--- config.mk ---
export PLATFORM = sky130hd
export DESIGN_NAME = decimator_stream
export DESIGN_NICKNAME = d
export VERILOG_FILES = /design/src/rtl/decim_pkg.sv /design/src/rtl/decim_tap_sum.sv /design/src/rtl/decimator_stream.sv
export SDC_FILE = /design/constraint.sdc
export NUM_CORES = 1
export LEC_CHECK = 0
export BUFFER_PORTS_ARGS = -buffer_cell sky130_fd_sc_hd__buf_2
export CAP_MARGIN = 20
export CORE_AREA = 2 2 127 117
export DETAILED_ROUTE_END_ITERATION = 8
export DIE_AREA = 0 0 129 119
export PLACE_DENSITY_LB_ADDON = 0.12
export RECOVER_POWER = 25
export SETUP_SLACK_MARGIN = 0.15
export SYNTH_ARGS = -nofsm -noshare
export SYNTH_HDL_FRONTEND = slang
export SYNTH_HIERARCHICAL = 1
export SYNTH_SLANG_ARGS = --single-unit
--- constraint.sdc ---
create_clock -name clock -period 7.5 [get_ports clock]
set_input_delay 1.5 -clock clock [delete_from_list [all_inputs] [get_ports clock]]
set_output_delay 1.5 -clock clock [all_outputs]
set_load 0.01 [all_outputs]
--- src/rtl/decim_pkg.sv ---
// Shared widths, filter coefficients and sample/accumulator types for the 2:1 decimator.
// tap_mul expands each constant coefficient into shifts and adds.
package decim_pkg;

   localparam int DATA_W  = 8;
   localparam int ACC_W   = 17;
   localparam int FRAC_SH = 6;

   // Symmetric low-pass kernel, newest sample first; coefficients sum to 64
   localparam int C0 = -1;
   localparam int C1 = -2;
   localparam int C2 = 9;
   localparam int C3 = 26;
   localparam int C4 = 26;
   localparam int C5 = 9;
   localparam int C6 = -2;
   localparam int C7 = -1;

   typedef logic [DATA_W-1:0]       sample_t;
   typedef logic signed [ACC_W-1:0] acc_t;

   localparam sample_t MAX_OUT = sample_t'((1 << DATA_W) - 1);

   function automatic acc_t tap_mul(input sample_t s, input int c);
      acc_t x;
      x = acc_t'({{(ACC_W-DATA_W){1'b0}}, s});
      case (c)
         26:      tap_mul = (x <<< 4) + (x <<< 3) + (x <<< 1);
         9:       tap_mul = (x <<< 3) + x;
         -1:      tap_mul = -x;
         -2:      tap_mul = -(x <<< 1);
         default: tap_mul = '0;
      endcase
   endfunction

endpackage

--- src/rtl/decim_tap_sum.sv ---
// Combinational 8-tap signed sum over the window; x_i[0] is the newest sample.
module decim_tap_sum
   import decim_pkg::*;
(
   input  sample_t [7:0] x_i,
   output acc_t          sum_o
);

   always_comb begin
      sum_o = tap_mul(x_i[0], C0) + tap_mul(x_i[1], C1)
            + tap_mul(x_i[2], C2) + tap_mul(x_i[3], C3)
            + tap_mul(x_i[4], C4) + tap_mul(x_i[5], C5)
            + tap_mul(x_i[6], C6) + tap_mul(x_i[7], C7);
   end

endmodule

--- src/rtl/decimator_stream.sv ---
// Streaming 2:1 decimating low-pass filter: 8-sample window, one rounded and clamped
// result per two accepted samples, held in a registered valid/ready output stage.
module decimator_stream
   import decim_pkg::*;
(
   input  logic              clock,
   input  logic              reset_L,
   input  logic              flush,
   input  logic              in_valid,
   output logic              in_ready,
   input  logic [DATA_W-1:0] in_data,
   output logic              out_valid,
   input  logic              out_ready,
   output logic [DATA_W-1:0] out_data
);

   sample_t [7:0] win_q, win_d;
   logic [3:0]    fill_q, fill_d;
   logic          phase_q, phase_d;
   logic          out_valid_q, out_valid_d;
   sample_t       out_data_q, out_data_d;

   logic          accept;
   logic          emit;
   sample_t [7:0] taps;
   acc_t          sum;
   acc_t          rnd;
   sample_t       res;

   assign in_ready = ~out_valid_q | out_ready;
   assign accept   = in_valid & in_ready;
   // Odd-numbered accepts from the eighth onward see a window of eight real samples
   assign emit     = accept & phase_q & (fill_q >= 4'd7);

   assign taps = {win_q[6:0], sample_t'(in_data)};

   decim_tap_sum u_tap_sum (
      .x_i   (taps),
      .sum_o (sum)
   );

   assign rnd = (sum + acc_t'(1 << (FRAC_SH - 1))) >>> FRAC_SH;

   always_comb begin
      res = rnd[DATA_W-1:0];
      if (rnd < 0) begin
         res = '0;
      end else if (rnd > acc_t'(MAX_OUT)) begin
         res = MAX_OUT;
      end
   end

   always_comb begin
      win_d       = win_q;
      fill_d      = fill_q;
      phase_d     = phase_q;
      out_valid_d = out_valid_q;
      out_data_d  = out_data_q;
      if (flush) begin
         win_d       = '0;
         fill_d      = '0;
         phase_d     = 1'b0;
         out_valid_d = 1'b0;
         out_data_d  = '0;
      end else begin
         if (accept) begin
            win_d   = {win_q[6:0], sample_t'(in_data)};
            fill_d  = (fill_q == 4'd8) ? fill_q : fill_q + 4'd1;
            phase_d = ~phase_q;
         end
         // A fresh result takes priority over retiring the one being delivered
         if (emit) begin
            out_valid_d = 1'b1;
            out_data_d  = res;
         end else if (out_valid_q & out_ready) begin
            out_valid_d = 1'b0;
         end
      end
   end

   always_ff @(posedge clock or negedge reset_L) begin
      if (!reset_L) begin
         win_q       <= '0;
         fill_q      <= '0;
         phase_q     <= 1'b0;
         out_valid_q <= 1'b0;
         out_data_q  <= '0;
      end else begin
         win_q       <= win_d;
         fill_q      <= fill_d;
         phase_q     <= phase_d;
         out_valid_q <= out_valid_d;
         out_data_q  <= out_data_d;
      end
   end

   assign out_valid = out_valid_q;
   assign out_data  = out_data_q;

endmodule

==> results of run 1 <==
per-stage QoR:
stage / hold slack, ps / cell area [um^2] / total power [mW]
after global routing: 526 / 7530 / 1.65
after detailed placement: 462 / 7130 / 1.03
after CTS: 475 / 7470 / 1.54
final: 477 / 7530 / 1.53
after global placement: 456 / 7130 / 1.02
after floorplan: 496 / 6860 / 0.904
final timing paths:
kind,startpoint,endpoint,slack (ps)
setup / recovery,taps[41]$_DFFE_PN0P_,out_data[1]$_DFFE_PN0P_,680
max in group asynchronous,reset_L,taps[13]$_DFFE_PN0P_,2630
hold / removal,out_data[1]$_DFFE_PN0P_,out_data[1]$_DFFE_PN0P_,480
min in group asynchronous,reset_L,out_data[3]$_DFFE_PN0P_,2650
setup reg to reg,taps[41]$_DFFE_PN0P_,out_data[1]$_DFFE_PN0P_,680
hold reg to reg,out_data[1]$_DFFE_PN0P_,out_data[1]$_DFFE_PN0P_,480
layer usage:
layer  part of all wire  wire length, um  GRT usage
met4              0.014              209     0.0543
met3              0.026              379     0.0359
met2               0.50             7270      0.342
met5                  0                0          0
met1               0.46             6670      0.274
cell type report:
| cell class | count | area [um^2] |
|---|---|---|
| Timing Repair Buffer | 26 | 158 |
| Sequential cell | 70 | 1750 |
| Fill cell | 1316 | 6710 |
| Clock buffer | 10 | 229 |
| Tap cell | 198 | 248 |
| Inverter | 136 | 510 |
| Clock inverter | 6 | 109 |
| Multi-Input combinational cell | 530 | 4530 |
flip-flops by register name, summed over array words and instances (netlist names):
register / count
phase_q: 1
out_valid: 1
out_data: 8
taps: 56
fill_q: 4
power groups by stage:
stage | Combinational, mW | Sequential, mW | Clock [mW]
after global routing | 0.730 | 0.396 | 0.520
after detailed placement | 0.632 | 0.401 | 0
after floorplan | 0.506 | 0.398 | 0
after global placement | 0.618 | 0.401 | 0
final | 0.642 | 0.394 | 0.492
after CTS | 0.638 | 0.394 | 0.507
worst max-delay path, cell delays in order (launching register included):
cell      delay (ps)
dfrtp_1          470
ha_1             330
a21o_1           170
a21oi_1          260
o21bai_1         100
a21oi_1          200
xor2_1           260
fa_1             480
fa_1             490
fa_1             500
inv_1             60
fa_1             530
inv_1             50
fa_1             540
inv_1             40
ha_1             360
nor2_1            50
o21ai_0          140
o21a_1           240
a211oi_2         110
xnor2_2          250
nand2_1          140
nor4_4           320
mux2_4           380
o31ai_1          240
==> results.sh, run 1 <==
export IMPL_outcome="finished with violations"
export IMPL_violations="max-capacitance violations, max-slew violations"
export IMPL_grt_first_pass_wirelength_um=24400
export IMPL_syn_inst=757
export IMPL_crit_required_ps=7750
export IMPL_slew_headroom=-1.64
export IMPL_grt_util_all_layers=0.204
export IMPL_fin_crit_ps=6820
export IMPL_avgSynthCellArea_um2=9.06
export IMPL_fp_dieW_um=129
export IMPL_die_height_um=119
export IMPL_fin_cells=976
export IMPL_cp_data_arrival_time_ps=7070
export IMPL_p_int_uw=958
export IMPL_leakage_nw=3.52
export IMPL_whs_path_depth=2
export IMPL_final_common_cell="nand2_1"
export IMPL_critPathMaxFanout=8
export IMPL_cts_tree="yes"
export IMPL_cts_repair_resized=0
export IMPL_hold_buffers=0
export IMPL_reg2reg_depth=24
export IMPL_coreArea_um2=14200
export IMPL_rows=42
export IMPL_max_cap_viol_count=2
export IMPL_area_growth_pct=9.89
export IMPL_power_density_nw_per_um2=203
export IMPL_grt_overflow_total=0
export IMPL_finClkSkew_ps=9.02
export IMPL_numCtsBuffers=9
export IMPL_ctsLongestPathBuffers=2
export IMPL_post_cts_buffers=0
export IMPL_drt_total_wl_um=14500
export IMPL_wire_per_inst_um=14.9
export IMPL_p_comb_frac=0.420
export IMPL_port_buffers=22
export IMPL_dr_pass1_iters=4
export IMPL_rsz0062_at_grt="false"
export IMPL_tns_ps=0
export IMPL_finish_utilization=0.529
export IMPL_power_share_clock=0.322
export IMPL_final_cell_mix="nand2_1 (137), inv_1 (136), a21oi_1 (85), fa_1 (72), dfrtp_1 (70)"
export IMPL_grt_max_degree=71
export IMPL_setup_ws_ps=681
export IMPL_min_path_type="reg2reg"
export IMPL_grt_pass1_vias=4978
export IMPL_n_antenna_cell=0
export IMPL_clk_latency_ps=340
export IMPL_pre_cts_ws_ps=349
export IMPL_antenna_found_initial=0
export IMPL_syn_nets=909
export IMPL_num_nets_final=925
export IMPL_tightest_slew_ps=3970
export IMPL_drc=0
export IMPL_drive_gt1_frac=0.0784
export IMPL_ant_nets=0
export IMPL_min_period_over_period=0.909
export IMPL_crit_type="reg2reg"
export IMPL_routabilityCongestion=0.830
export IMPL_yosysWarnings=6
export IMPL_ir_worst_vdd_v=0.000174
export IMPL_critPathLaunchType="register"
export IMPL_place_hpwl_um=11100
export IMPL_via_per_inst=5.18
export IMPL_drtIter0Drc=259
export IMPL_p_seq_frac=0.258
export IMPL_cts_root_buf="clkbuf_16"
export IMPL_end_kind="register"
export IMPL_vias=5053
export IMPL_path_clk_slew_ps=60
export IMPL_dp_cells=958
export IMPL_ctsHtreeMaxLevel=3
export IMPL_die_area_um2=15400
export IMPL_setup_violations=0
export IMPL_design_portCount=23
export IMPL_synth_area_um2=6860
export IMPL_hold_viol_final=0
export IMPL_start_util=0.481
export IMPL_swShare=0.373
export IMPL_p_switching_uw=570
export IMPL_report_final_slew_viol_count=138
export IMPL_cts_sinks=70
export IMPL_fmax_mhz=147
Note: power is estimated with default switching activity, not from simulation.
==> run 2: changes to the inputs <==
--- a/config.mk
+++ b/config.mk
@@ -5,11 +5,12 @@
 export SDC_FILE = /design/constraint.sdc
 export NUM_CORES = 1
 export LEC_CHECK = 0
+export ABC_AREA = 1
 export BUFFER_PORTS_ARGS = -buffer_cell sky130_fd_sc_hd__buf_2
 export CAP_MARGIN = 20
-export CORE_AREA = 2 2 127 117
+export CORE_AREA = 2 2 129 118
 export DETAILED_ROUTE_END_ITERATION = 8
-export DIE_AREA = 0 0 129 119
+export DIE_AREA = 0 0 131 120
 export PLACE_DENSITY_LB_ADDON = 0.12
 export RECOVER_POWER = 25
 export SETUP_SLACK_MARGIN = 0.15
==> results.sh, run 2 <==
export IMPL_finClkSkew_ps=7.29
export IMPL_violations="max-capacitance violations, max-slew violations"
export IMPL_numCtsBuffers=9
export IMPL_num_nets_final=1046
export IMPL_tightest_slew_ps=3820
export IMPL_dr_pass1_iters=5
export IMPL_fmax_mhz=156
export IMPL_end_kind="register"
export IMPL_finish_utilization=0.527
export IMPL_synth_area_um2=7050
export IMPL_die_area_um2=15700
export IMPL_critPathLaunchType="register"
export IMPL_crit_type="reg2reg"
export IMPL_ctsHtreeMaxLevel=3
export IMPL_report_final_slew_viol_count=71
export IMPL_coreArea_um2=14500
export IMPL_min_path_type="reg2reg"
export IMPL_crit_required_ps=7730
export IMPL_grt_max_degree=71
export IMPL_cp_data_arrival_time_ps=6620
export IMPL_fin_crit_ps=6390
export IMPL_largest_register_ff_count=56
export IMPL_n_fill_cell=1429
export IMPL_setup_violations=0
export IMPL_wire_per_inst_um=14.8
export IMPL_final_cell_mix="nand2_1 (221), inv_1 (195), nand3_1 (72), fa_1 (72), dfrtp_1 (70)"
export IMPL_post_cts_buffers=0
export IMPL_place_hpwl_um=12600
export IMPL_cp_common_cell="nand2_1"
export IMPL_design_portCount=23
export IMPL_cts_sinks=70
export IMPL_path_clk_slew_ps=60
export IMPL_critPathMaxFanout=7
export IMPL_syn_nets=1029
export IMPL_ir_worst_vdd_v=0.000124
export IMPL_area_growth_pct=8.01
export IMPL_cts_tree="yes"
export IMPL_antenna_found_initial=0
export IMPL_syn_inst=877
export IMPL_cts_repair_resized=0
export IMPL_slew_headroom=-1.55
export IMPL_vias=5518
export IMPL_routabilityCongestion=0.864
export IMPL_outcome="finished with violations"
export IMPL_cts_root_buf="clkbuf_16"
export IMPL_worst_path_largest_cell_delay_ps=580
export IMPL_yosysWarnings=6
export IMPL_grt_overflow_total=0
export IMPL_avgSynthCellArea_um2=8.03
export IMPL_max_cap_viol_count=1
export IMPL_via_per_inst=5.03
export IMPL_die_height_um=120
export IMPL_fp_dieW_um=131
export IMPL_cp_slowest_cell="fa_1"
export IMPL_drt_total_wl_um=16300
export IMPL_final_common_cell="nand2_1"
export IMPL_tns_ps=0
export IMPL_n_antenna_cell=0
export IMPL_ant_nets=0
export IMPL_hold_buffers=0
export IMPL_start_util=0.488
export IMPL_drtIter0Drc=264
export IMPL_pre_cts_ws_ps=901
export IMPL_rsz0062_at_grt="false"
export IMPL_power_density_nw_per_um2=213
export IMPL_rows=42
export IMPL_hold_viol_final=0
export IMPL_grt_first_pass_wirelength_um=28100
export IMPL_setup_ws_ps=1110
export IMPL_clk_latency_ps=340
export IMPL_drive_gt1_frac=0.0690
export IMPL_leakage_nw=4.13
export IMPL_grt_pass1_vias=5917
export IMPL_min_period_over_period=0.853
export IMPL_grt_util_all_layers=0.229
export IMPL_port_buffers=22
export IMPL_ctsLongestPathBuffers=2
export IMPL_drc=0
## run 2: worst max-delay path, delay by kind of cell (launching register included)
family          cells  cell delay, ps
xor+xnor            2             430
simple gates       15            1130
fa+ha+maj           8            3660
compound gates      2             270
buf+inv             5             240
flops               1             510
## run 2: final timing paths
| path | slack (ps) | cells past startpoint | endpoint | from |
|---|---|---|---|---|
| min in group asynchronous | 2480 | 1 | taps[40]$_DFFE_PN0P_ | reset_L |
| max in group asynchronous | 2870 | 1 | taps[39]$_DFFE_PN0P_ | reset_L |
| setup / recovery | 1110 | 32 | out_data[2]$_DFFE_PN0P_ | taps[33]$_DFFE_PN0P_ |
| hold / removal | 470 | 2 | out_data[6]$_DFFE_PN0P_ | out_data[6]$_DFFE_PN0P_ |
| hold reg to reg | 470 | 2 | out_data[6]$_DFFE_PN0P_ | out_data[6]$_DFFE_PN0P_ |
| setup reg to reg | 1110 | 32 | out_data[2]$_DFFE_PN0P_ | taps[33]$_DFFE_PN0P_ |
## run 2: layout make-up
cell class	count	area [um^2]	area share
multi-input combinational	589	4460	0.586
sequential	70	1750	0.230
inverter	201	757	0.0995
tap	198	248	0.0326
clock buffer	11	243	0.0319
timing repair buffer	23	116	0.0153
clock inverter	5	33.8	0.00444
## run 2: layer usage
| metal | global-route usage | wire length, um |
|---|---|---|
| met2 | 0.394 | 8040 |
| met4 | 0.0652 | 324 |
| met3 | 0.0374 | 579 |
| met5 | 0 | 0 |
| met1 | 0.295 | 7320 |
## run 2: report_power, final
| group | leakage (nW) | internal [mW] | switching, mW |
|---|---|---|---|
| clock network | 0.132 | 0.233 | 0.167 |
| registers | 0.965 | 0.386 | 0.0104 |
| logic | 3.03 | 0.297 | 0.530 |
| total | 4.13 | 0.915 | 0.707 |
## run 2: stage by stage
stage                     hold slack (ps)  std cells  total power [mW]  instance area [um^2]
after floorplan                       452        877              1.07                  7050
after global placement                462       1081              1.22                  7340
after detailed placement              465       1081              1.23                  7340
after CTS                             481       1097              1.64                  7610
after global routing                  503       1097              1.79                  7610
final                                 474       1097              1.62                  7610
